[src/rtl/virtual_input_sequencer.sv]
// Queues 8-bit virtual-input commands in a 4-deep FIFO and replays each one as a
// number/control strobe sequence for the decoder. Define VIN_PULSE_EN to enable press/release pulses.
module virtual_input_sequencer #(
    parameter int SETUP_CYCLES  = 2,
    parameter int STROBE_CYCLES = 4,
    parameter int PRESS_CYCLES  = 1000
) (
    input  logic       clock,
    input  logic       reset,
    input  logic       cmd_valid,
    input  logic [7:0] cmd_data,
    output logic       cmd_ready,
    output logic [4:0] number,
    output logic       control,
    output logic       busy,
    output logic       err
);

    localparam int CMAX = (SETUP_CYCLES > STROBE_CYCLES) ? SETUP_CYCLES : STROBE_CYCLES;
    localparam int CW   = (CMAX > 1) ? $clog2(CMAX) : 1;
    localparam logic [CW-1:0] SETUP_LAST  = CW'(SETUP_CYCLES - 1);
    localparam logic [CW-1:0] STROBE_LAST = CW'(STROBE_CYCLES - 1);

`ifdef VIN_PULSE_EN
    localparam int PW = (PRESS_CYCLES > 1) ? $clog2(PRESS_CYCLES) : 1;
    localparam logic [PW-1:0] PRESS_LAST = PW'(PRESS_CYCLES - 1);

    typedef enum logic [2:0] {
        IDLE   = 3'd0,
        SETUP  = 3'd1,
        STROBE = 3'd2,
        HOLD   = 3'd3,
        PRESS  = 3'd4
    } state_t;
`else
    typedef enum logic [1:0] {
        IDLE   = 2'd0,
        SETUP  = 2'd1,
        STROBE = 2'd2,
        HOLD   = 2'd3
    } state_t;
`endif

    state_t          state, state_n;
    logic [CW-1:0]   cnt, cnt_n;
    logic [4:0]      cur_idx;
    logic [4:0]      number_p1;
    logic            control_p1;

    logic [4:0]      idx_mem [4];
    logic [1:0]      wr_ptr, rd_ptr;
    logic [2:0]      count;
    logic            ready_en;
    logic            accept, cmd_bad, push, pop;

`ifdef VIN_PULSE_EN
    logic            pulse_mem [4];
    logic            cur_pulse;
    logic            rel, rel_n;
    logic [PW-1:0]   pcnt, pcnt_n;
`else
    logic            unused_pulse_flag;
    assign unused_pulse_flag = cmd_data[7];
`endif

    // Reserved bits set, or an index outside the decoder's map (31 is clear-all and stays legal)
    assign cmd_bad   = ((cmd_data[4:0] >= 5'd22) && (cmd_data[4:0] <= 5'd30)) ||
                       (cmd_data[6:5] != 2'b00);
    assign cmd_ready = ready_en && (count != 3'd4);
    assign accept    = cmd_valid && cmd_ready;
    assign push      = accept && !cmd_bad;
    assign busy      = (state != IDLE) || (count != 3'd0);

    always_ff @(posedge clock) begin
        if (push) begin
            idx_mem[wr_ptr] <= cmd_data[4:0];
`ifdef VIN_PULSE_EN
            pulse_mem[wr_ptr] <= cmd_data[7] && (cmd_data[4:0] != 5'd31);
`endif
        end
    end

    always_comb begin
        state_n = state;
        cnt_n   = cnt;
        pop     = 1'b0;
`ifdef VIN_PULSE_EN
        rel_n   = rel;
        pcnt_n  = pcnt;
`endif
        case (state)
            IDLE: begin
                if (count != 3'd0) begin
                    pop     = 1'b1;
                    cnt_n   = '0;
                    state_n = SETUP;
`ifdef VIN_PULSE_EN
                    rel_n   = 1'b0;
`endif
                end
            end
            SETUP: begin
                if (cnt == SETUP_LAST) begin
                    cnt_n   = '0;
                    state_n = STROBE;
                end else begin
                    cnt_n = cnt + CW'(1);
                end
            end
            STROBE: begin
                if (cnt == STROBE_LAST) begin
                    cnt_n   = '0;
                    state_n = HOLD;
                end else begin
                    cnt_n = cnt + CW'(1);
                end
            end
            HOLD: begin
                if (cnt == SETUP_LAST) begin
                    cnt_n   = '0;
                    state_n = IDLE;
`ifdef VIN_PULSE_EN
                    if (cur_pulse && !rel) begin
                        state_n = PRESS;
                        pcnt_n  = '0;
                    end
`endif
                end else begin
                    cnt_n = cnt + CW'(1);
                end
            end
`ifdef VIN_PULSE_EN
            PRESS: begin
                if (pcnt == PRESS_LAST) begin
                    state_n = SETUP;
                    rel_n   = 1'b1;
                end else begin
                    pcnt_n = pcnt + PW'(1);
                end
            end
`endif
            default: state_n = IDLE;
        endcase
    end

    always_ff @(posedge clock or posedge reset) begin
        if (reset) begin
            ready_en   <= 1'b0;
            wr_ptr     <= 2'd0;
            rd_ptr     <= 2'd0;
            count      <= 3'd0;
            err        <= 1'b0;
            state      <= IDLE;
            cnt        <= '0;
            cur_idx    <= 5'd0;
            number_p1  <= 5'd0;
            control_p1 <= 1'b0;
`ifdef VIN_PULSE_EN
            cur_pulse  <= 1'b0;
            rel        <= 1'b0;
            pcnt       <= '0;
`endif
        end else begin
            ready_en <= 1'b1;
            err      <= accept && cmd_bad;
            if (push) wr_ptr <= wr_ptr + 2'd1;
            if (pop)  rd_ptr <= rd_ptr + 2'd1;
            case ({push, pop})
                2'b10:   count <= count + 3'd1;
                2'b01:   count <= count - 3'd1;
                default: count <= count;
            endcase
            state <= state_n;
            cnt   <= cnt_n;
            if (pop) begin
                cur_idx <= idx_mem[rd_ptr];
`ifdef VIN_PULSE_EN
                cur_pulse <= pulse_mem[rd_ptr];
`endif
            end
`ifdef VIN_PULSE_EN
            rel  <= rel_n;
            pcnt <= pcnt_n;
`endif
            // Output stage: decoder pins trail the FSM by one registered cycle
            number_p1  <= cur_idx;
            control_p1 <= (state == STROBE);
        end
    end

    assign number  = number_p1;
    assign control = control_p1;

endmodule

[config.mk]
export PLATFORM = sky130hd
export DESIGN_NAME = virtual_input_sequencer
export DESIGN_NICKNAME = d
export VERILOG_FILES = /design/src/rtl/virtual_input_sequencer.sv
export SDC_FILE = /design/constraint.sdc
export NUM_CORES = 1
export LEC_CHECK = 0
export ABC_CLOCK_PERIOD_IN_PS = 5080
export CORE_ASPECT_RATIO = 1.1
export CORE_MARGIN = 2
export CORE_UTILIZATION = 50
export CTS_CLUSTER_SIZE = 10
export DETAILED_ROUTE_END_ITERATION = 10
export GPL_TIMING_DRIVEN = 0
export PLACE_DENSITY = 0.8
export SLEW_MARGIN = 20
export SYNTH_ARGS = -nofsm -noshare
export SYNTH_HDL_FRONTEND = slang
export SYNTH_SLANG_ARGS = --single-unit
[constraint.sdc]
create_clock -name clock -period 5.08 [get_ports clock]
set_input_delay 1.016 -clock clock [delete_from_list [all_inputs] [get_ports clock]]
set_output_delay 1.016 -clock clock [all_outputs]
set_load 0.1 [all_outputs]
# Word level (Yosys, flattened, before mapping)
# Memory sizes are Yosys's and may differ from the RTL's. A register that Yosys moved wholly into a read port is not among the register bits.
# Cells that the tools add are included.
# totals
ff_bits,19
mem_bits_rw,20
input_bits,11
out_inout_bits,9
wordCells,58
mem_count,1
# mem_list
name,depth,width,read_ports,rd_clocked_by_memory_dff,wr,line,source
idx_mem,4,5,1,1,1,50,logic [4:0] idx_mem [4];
# op_classes
addsub,5
magnitude_cmp,2
n_eq_ne,12
mux,14
n_reduce_logical,15
# op_table
op,n
2-bit 2-to-1 mux,7
"2-bit equality test, second input constant",4
"2-bit inequality test, second input constant",4
2-bit case mux with 4 select lines,1
"2-bit by 1-bit adder with 2-bit output, second input constant",3
"2-bit by 1-bit equality test with 1-bit output, second input constant",3
2-bit case mux with 3 select lines,1
3-bit case mux with 2 select lines,1
2-bit nonzero test,3
"5-bit greater-or-equal comparator, second input constant",1
"5-bit less-or-equal comparator, second input constant",1
1-bit logical AND,5
1-bit 2-to-1 mux,4
4-bit AND reduction,1
"3-bit by 1-bit adder with 3-bit output, second input constant",1
"3-bit inequality test, second input constant",1
3-bit nonzero test,1
"3-bit by 1-bit subtractor with 3-bit output, second input constant",1
2-bit zero test,1
1-bit logical OR,2
2-bit OR reduction,1
1-bit zero test,1

# Depth between registers and ports, before layout
# Gate-level depths: netlist (run 1).
# depth
depth_word,7
mapped_depth,10
mapped_depth_nobuf,10

# Worst setup path after synthesis (run 1)
# Ideal clock, no wire load.
# synth_timing
kind,in2reg
from,in cmd_data[2]
to,reg count[1]
t_arrival_ns,2.587
setup_slack_ns,2.410
stages,8
cell_sequence,nand2_1 > a311o_1 > nor3_2 > inv_1 > ha_1 > inv_1 > fa_1 > o21ai_0
# synth_between
elab_chain_len,7
word_cells_on_any_way,10
cone_classes,order compare: 2; eq/ne: 2; mux: 1; reduce/logical: 5
# synth_rtl
item,line,source
from (decl),11,"input logic [7:0] cmd_data,"
5-bit greater-or-equal comparator / 5-bit less-or-equal comparator (equally long branches),67,assign cmd_bad = ((cmd_data[4:0] >= 5'd22) && (cmd_data[4:0] <= 5'd30)) ||
1-bit logical AND (*),67,
1-bit logical OR (*),67,
1-bit zero test (*),71,assign push = accept && !cmd_bad;
1-bit logical AND (*),71,
2-bit by 1-bit equality test with 1-bit output / 2-bit equality test (equally long branches),168,"case ({push, pop})"
3-bit case mux with 2 select lines / 2-bit nonzero test (equally long branches),--,
to (signal assigned),169,2'b10: count <= count + 3'd1;
to (signal assigned),170,2'b01: count <= count - 3'd1;
to (signal assigned),171,default: count <= count;
to (decl),52,logic [2:0] count;
# Every way passes the cells marked *; elsewhere a longest branch is shown, timed or not.
# A chain may end at the register's enable or synchronous reset.

# Worst setup path in the final report (run 1)
# layout_timing
from,reg state[0]
to,out busy
# layout_between
elab_chain_len,2
# layout_rtl
item,line,source
from (decl),44,"state_t state, state_n;"
from (signal assigned),173,state <= state_n;
2-bit nonzero test,72,assign busy = (state != IDLE) || (count != 3'd0);
1-bit logical OR,72,
to (decl),15,"output logic busy,"
# Every way passes these cells.

==> summary.md, run 1 <==
| Metric | Value |
|---|---|
| Sequential power share | `36.5%` |
| Synth warn | `0` |
| Standard-cell rows | `23` |
| Vias in the first global route | `1092` |
| Via count | `1077` |
| Pwr per Cell Area | `632 nW/um^2` |
| Inserted Clock Buffers | `5` |
| Min Hold Slack | `379 ps` |
| CTS Buffer Depth | `2` |
| Die Y | `slightly below 70 microns` |
| Drt pass-1 iters | `4` |
| Fin util | `about 62%` |
| Final setup vio count | `0` |
| Worst Setup Start Kind | `flop` |
| Core area | `roughly 3700 sq um` |
| Synth Area per Inst | `roughly 14 sq um` |
| Synth area leaders | `dfrtp_1 32%, edfxtp_1 32%, ha_1 8.5%, mux4_2 5.9%, nand2_1 3.7%` |
| CP Cell Sequence | `inv_1 > ha_1 > or4b_1 > buf_2 > clkdlybuf4s50_1` |
| Clock sinks | `44` |
| First-pass GRT wire length | `5.16 mm` |
| DRT antenna net count | `0` |
| CP Depth | `5` |
| Cell Int Power | `0.835 mW` |
| RSZ-0062 raised after global routing | `false` |
| Tot GR Track Use | `between 10% and 20%` |
| Clk_lat worst skew | `300 ps` |
| Placer Congestion | `0.759` |
| Die width | `62.8 microns` |
| Clock power frac | `about a fifth` |
| R2r worst-path depth | `10` |
| Max Cap Violations | `0` |
| Synth unique cells | `31` |
| Leak | `0.935 nW` |
| Fraction of layout cells with a size suffix above 1 | `12.3%` |
| Final Hold Vio Count | `0` |
| Total congestion overflow | `0` |
| Crit path kind | `flop to primary output` |
| Final #Nets | `186` |
| Skew final | `6.86 ps` |
| Net Sw Power | `0.591 mW` |
| Max_slew headroom | `35.5%` |
| PortBufs | `18` |
| CP arrival | `~2600 ps` |
| Max VDD drop | `370 uV` |
| Critical Path Sink Type | `primary output` |
| Fin crit period | `3630 ps` |
| Post-CTS Hold Fix Bufs | `0` |
| Layout area overhead | `18.6%` |
| Period utilisation layout | `71.4%` |
| Post-synth top flop | `dfrtp_1` |
| Final WL | `3.01 mm` |
| Hold Path Class | `flop to flop` |
| Worst-Margin Slew | `roughly 960 ps` |
| Setup TNS Final | `0 ps` |
| Worst EP required | `about 4100 ps` |
| Status | `finished, final reports clean` |
| Worst Hold Depth | `0` |
| CP peak stage delay | `between 900 and 1000 ps` |
| Syn_nets | `about 160` |
| Crit path buf inv count | `3` |
| N_diodes | `0` |
| Synth Instances | `136` |
| Largest net degree at the start of global routing | `25` |
| Synth area leader | `dfrtp_1` |
| Root buffer cell | `clkbuf_8` |
| Cell area after synthesis | `1900 sq um` |
| Die area | `4320 sq um` |
| Clk pin slew, worst setup/hold paths | `80 ps` |
| Initial antenna violation count | `0` |
| Post-detail-place hpwl | `2.18 mm` |
| Postcts setup bufs | `0` |
| Delay-heaviest family, CP | `buffers and inverters` |
| Initial Util | `52.1%` |
| Post-synth EDFFs | `20` |
| Wire length per cell | `~14 microns` |
| First DRT Iteration DRCs | `76` |
| Pwr Total | `1.43 mW` |
| CTS tree | `built` |
| H-tree depth | `2` |
| Sw frac | `41.4%` |
| Residual DRC count | `0` |
| Via density | `5.08` |
| Seq cells post-synth | `44` |
| Final count of pins violating max slew | `0` |
| FFs w/ async S/R, synth | `between 50% and 60%` |
| Critical path's slowest cell | `clkdlybuf4s50_1` |
| Post-synth top area share | `a little under a third` |
| Comb pwr share | `between 40% and 50%` |
| Top Ports | `20` |
| Max Freq | `between 200 and 300 MHz` |
| Post-CTS resize count | `0` |
| Register area share after synthesis | `between 60% and 70%` |
| Maximum fanout along the worst path | `6` |
-- routing by layer --
| metal | vias up | GRT usage, % | share of wire, % |
|---|---|---|---|
| met5 | - | 0 | 0 |
| met4 | 0 | 8.89 | 2.2 |
| met3 | 5 | 5.68 | 5.0 |
| met2 | 31 | 30.8 | 54 |
| met1 | 529 | 16.9 | 39 |
| li1 | 512 | - | - |
-- power groups by stage --
stage          Combinational [mW]  Clock, mW  Sequential, mW
4_1_cts                     0.644      0.271           0.521
6_report                    0.638      0.267           0.520
2_1_floorplan               0.338          0           0.689
3_3_place_gp                0.615          0           0.521
5_1_grt                     0.686      0.286           0.534
3_5_place_dp                0.639          0           0.529
-- stage by stage --
step	std cells	setup WS, ps	area, sq um
2_1_floorplan	136	2410	1900
3_3_place_gp	204	1680	2150
3_5_place_dp	204	1510	2150
4_1_cts	212	1460	2260
5_1_grt	212	1340	2260
6_report	212	1450	2260
-- placed cells by master, fill, tap and decap left out, types with 2 or more instances in the layout --
master,instances
nand2_1,19
edfxtp_1,20
o21ai_0,4
and2_1,4
dfrtp_1,24
nor2_1,4
ha_1,13
inv_1,16
mux4_2,5
clkdlybuf4s50_1,18
xnor2_1,5
buf_2,2
clkbuf_8,5
-- state kept, by name (all words and copies together), names as in the netlist --
signal	count
err	1
cnt	2
wr_ptr	2
ready_en	1
number	5
control	1
state	2
count	3
cur_idx	5
idx_mem	20
rd_ptr	2
-- synthesized netlist by cell type, types with 2 or more instances --
library cell and n:
and2_1 4, buf_2 2, dfrtp_1 24, edfxtp_1 20, ha_1 13, inv_1 16, mux4_2 5, nand2_1 19
nor2_1 4, o21ai_0 4, xnor2_1 5
-- path summary, 6_finish.rpt --
check	from	endpoint	slack, ps
hold reg to reg	cur_idx[3]	number[3]	380
hold / removal	cur_idx[3]	number[3]	380
max in group asynchronous	reset	cur_idx[3]	3350
min in group asynchronous	reset	cur_idx[0]	1200
setup reg to reg	count[2]	count[2]	2700
setup / recovery	state[0]	busy	1450
-- worst reg2reg max path: stages (launching register included) --
cell and delay (ps):
dfrtp_1 380, inv_1 100, o311ai_1 520, nor3_2 180
inv_1 110, ha_1 190, inv_1 70, fa_1 370
xor2_1 150, nor2_1 120, xnor2_1 130
-- kinds of logic after synthesis --
group,Yosys count,share of synthesized area [%]
compound gates,14,5.65
xor+xnor,6,2.76
fa+ha+maj,14,9.60
buf+inv,19,3.88
flops,44,63.1
mux,7,7.30
other cells,1,0.197
simple gates,31,7.49
-- layout make-up --
type,count,area [sq um]
clock inverters,3,42.5
plain buffers,3,13.8
well taps,50,62.6
flip-flops and latches,44,1200
inverters,16,60.1
repair buffers,18,180
fillers,290,1400
clock buffers,5,68.8
multi-input cells,73,628
Note: power is estimated with default switching activity, not from simulation.
==> inputs of run 2 (changes only) <==
--- a/config.mk
+++ b/config.mk
@@ -5,7 +5,7 @@
 export SDC_FILE = /design/constraint.sdc
 export NUM_CORES = 1
 export LEC_CHECK = 0
-export ABC_CLOCK_PERIOD_IN_PS = 5080
+export ABC_CLOCK_PERIOD_IN_PS = 3650
 export CORE_ASPECT_RATIO = 1.1
 export CORE_MARGIN = 2
 export CORE_UTILIZATION = 50
==> constraint.sdc (replaced) <==
create_clock -name clock -period 3.65 [get_ports clock]
set_input_delay 0.73 -clock clock [delete_from_list [all_inputs] [get_ports clock]]
set_output_delay 0.73 -clock clock [all_outputs]
set_load 0.1 [all_outputs]
==> results of run 2 <==
The final DEF is identical to that of run 1. Status: finished, final reports clean.
Among the figures that moved: setup slack after placement 1510 ps -> 365 ps; setup slack after layout 1450 ps -> 311 ps; register-to-register setup slack 2700 ps -> 1270 ps; total power 1.43 mW -> 1.98 mW; worst IR drop on VDD 370 uV -> 514 uV
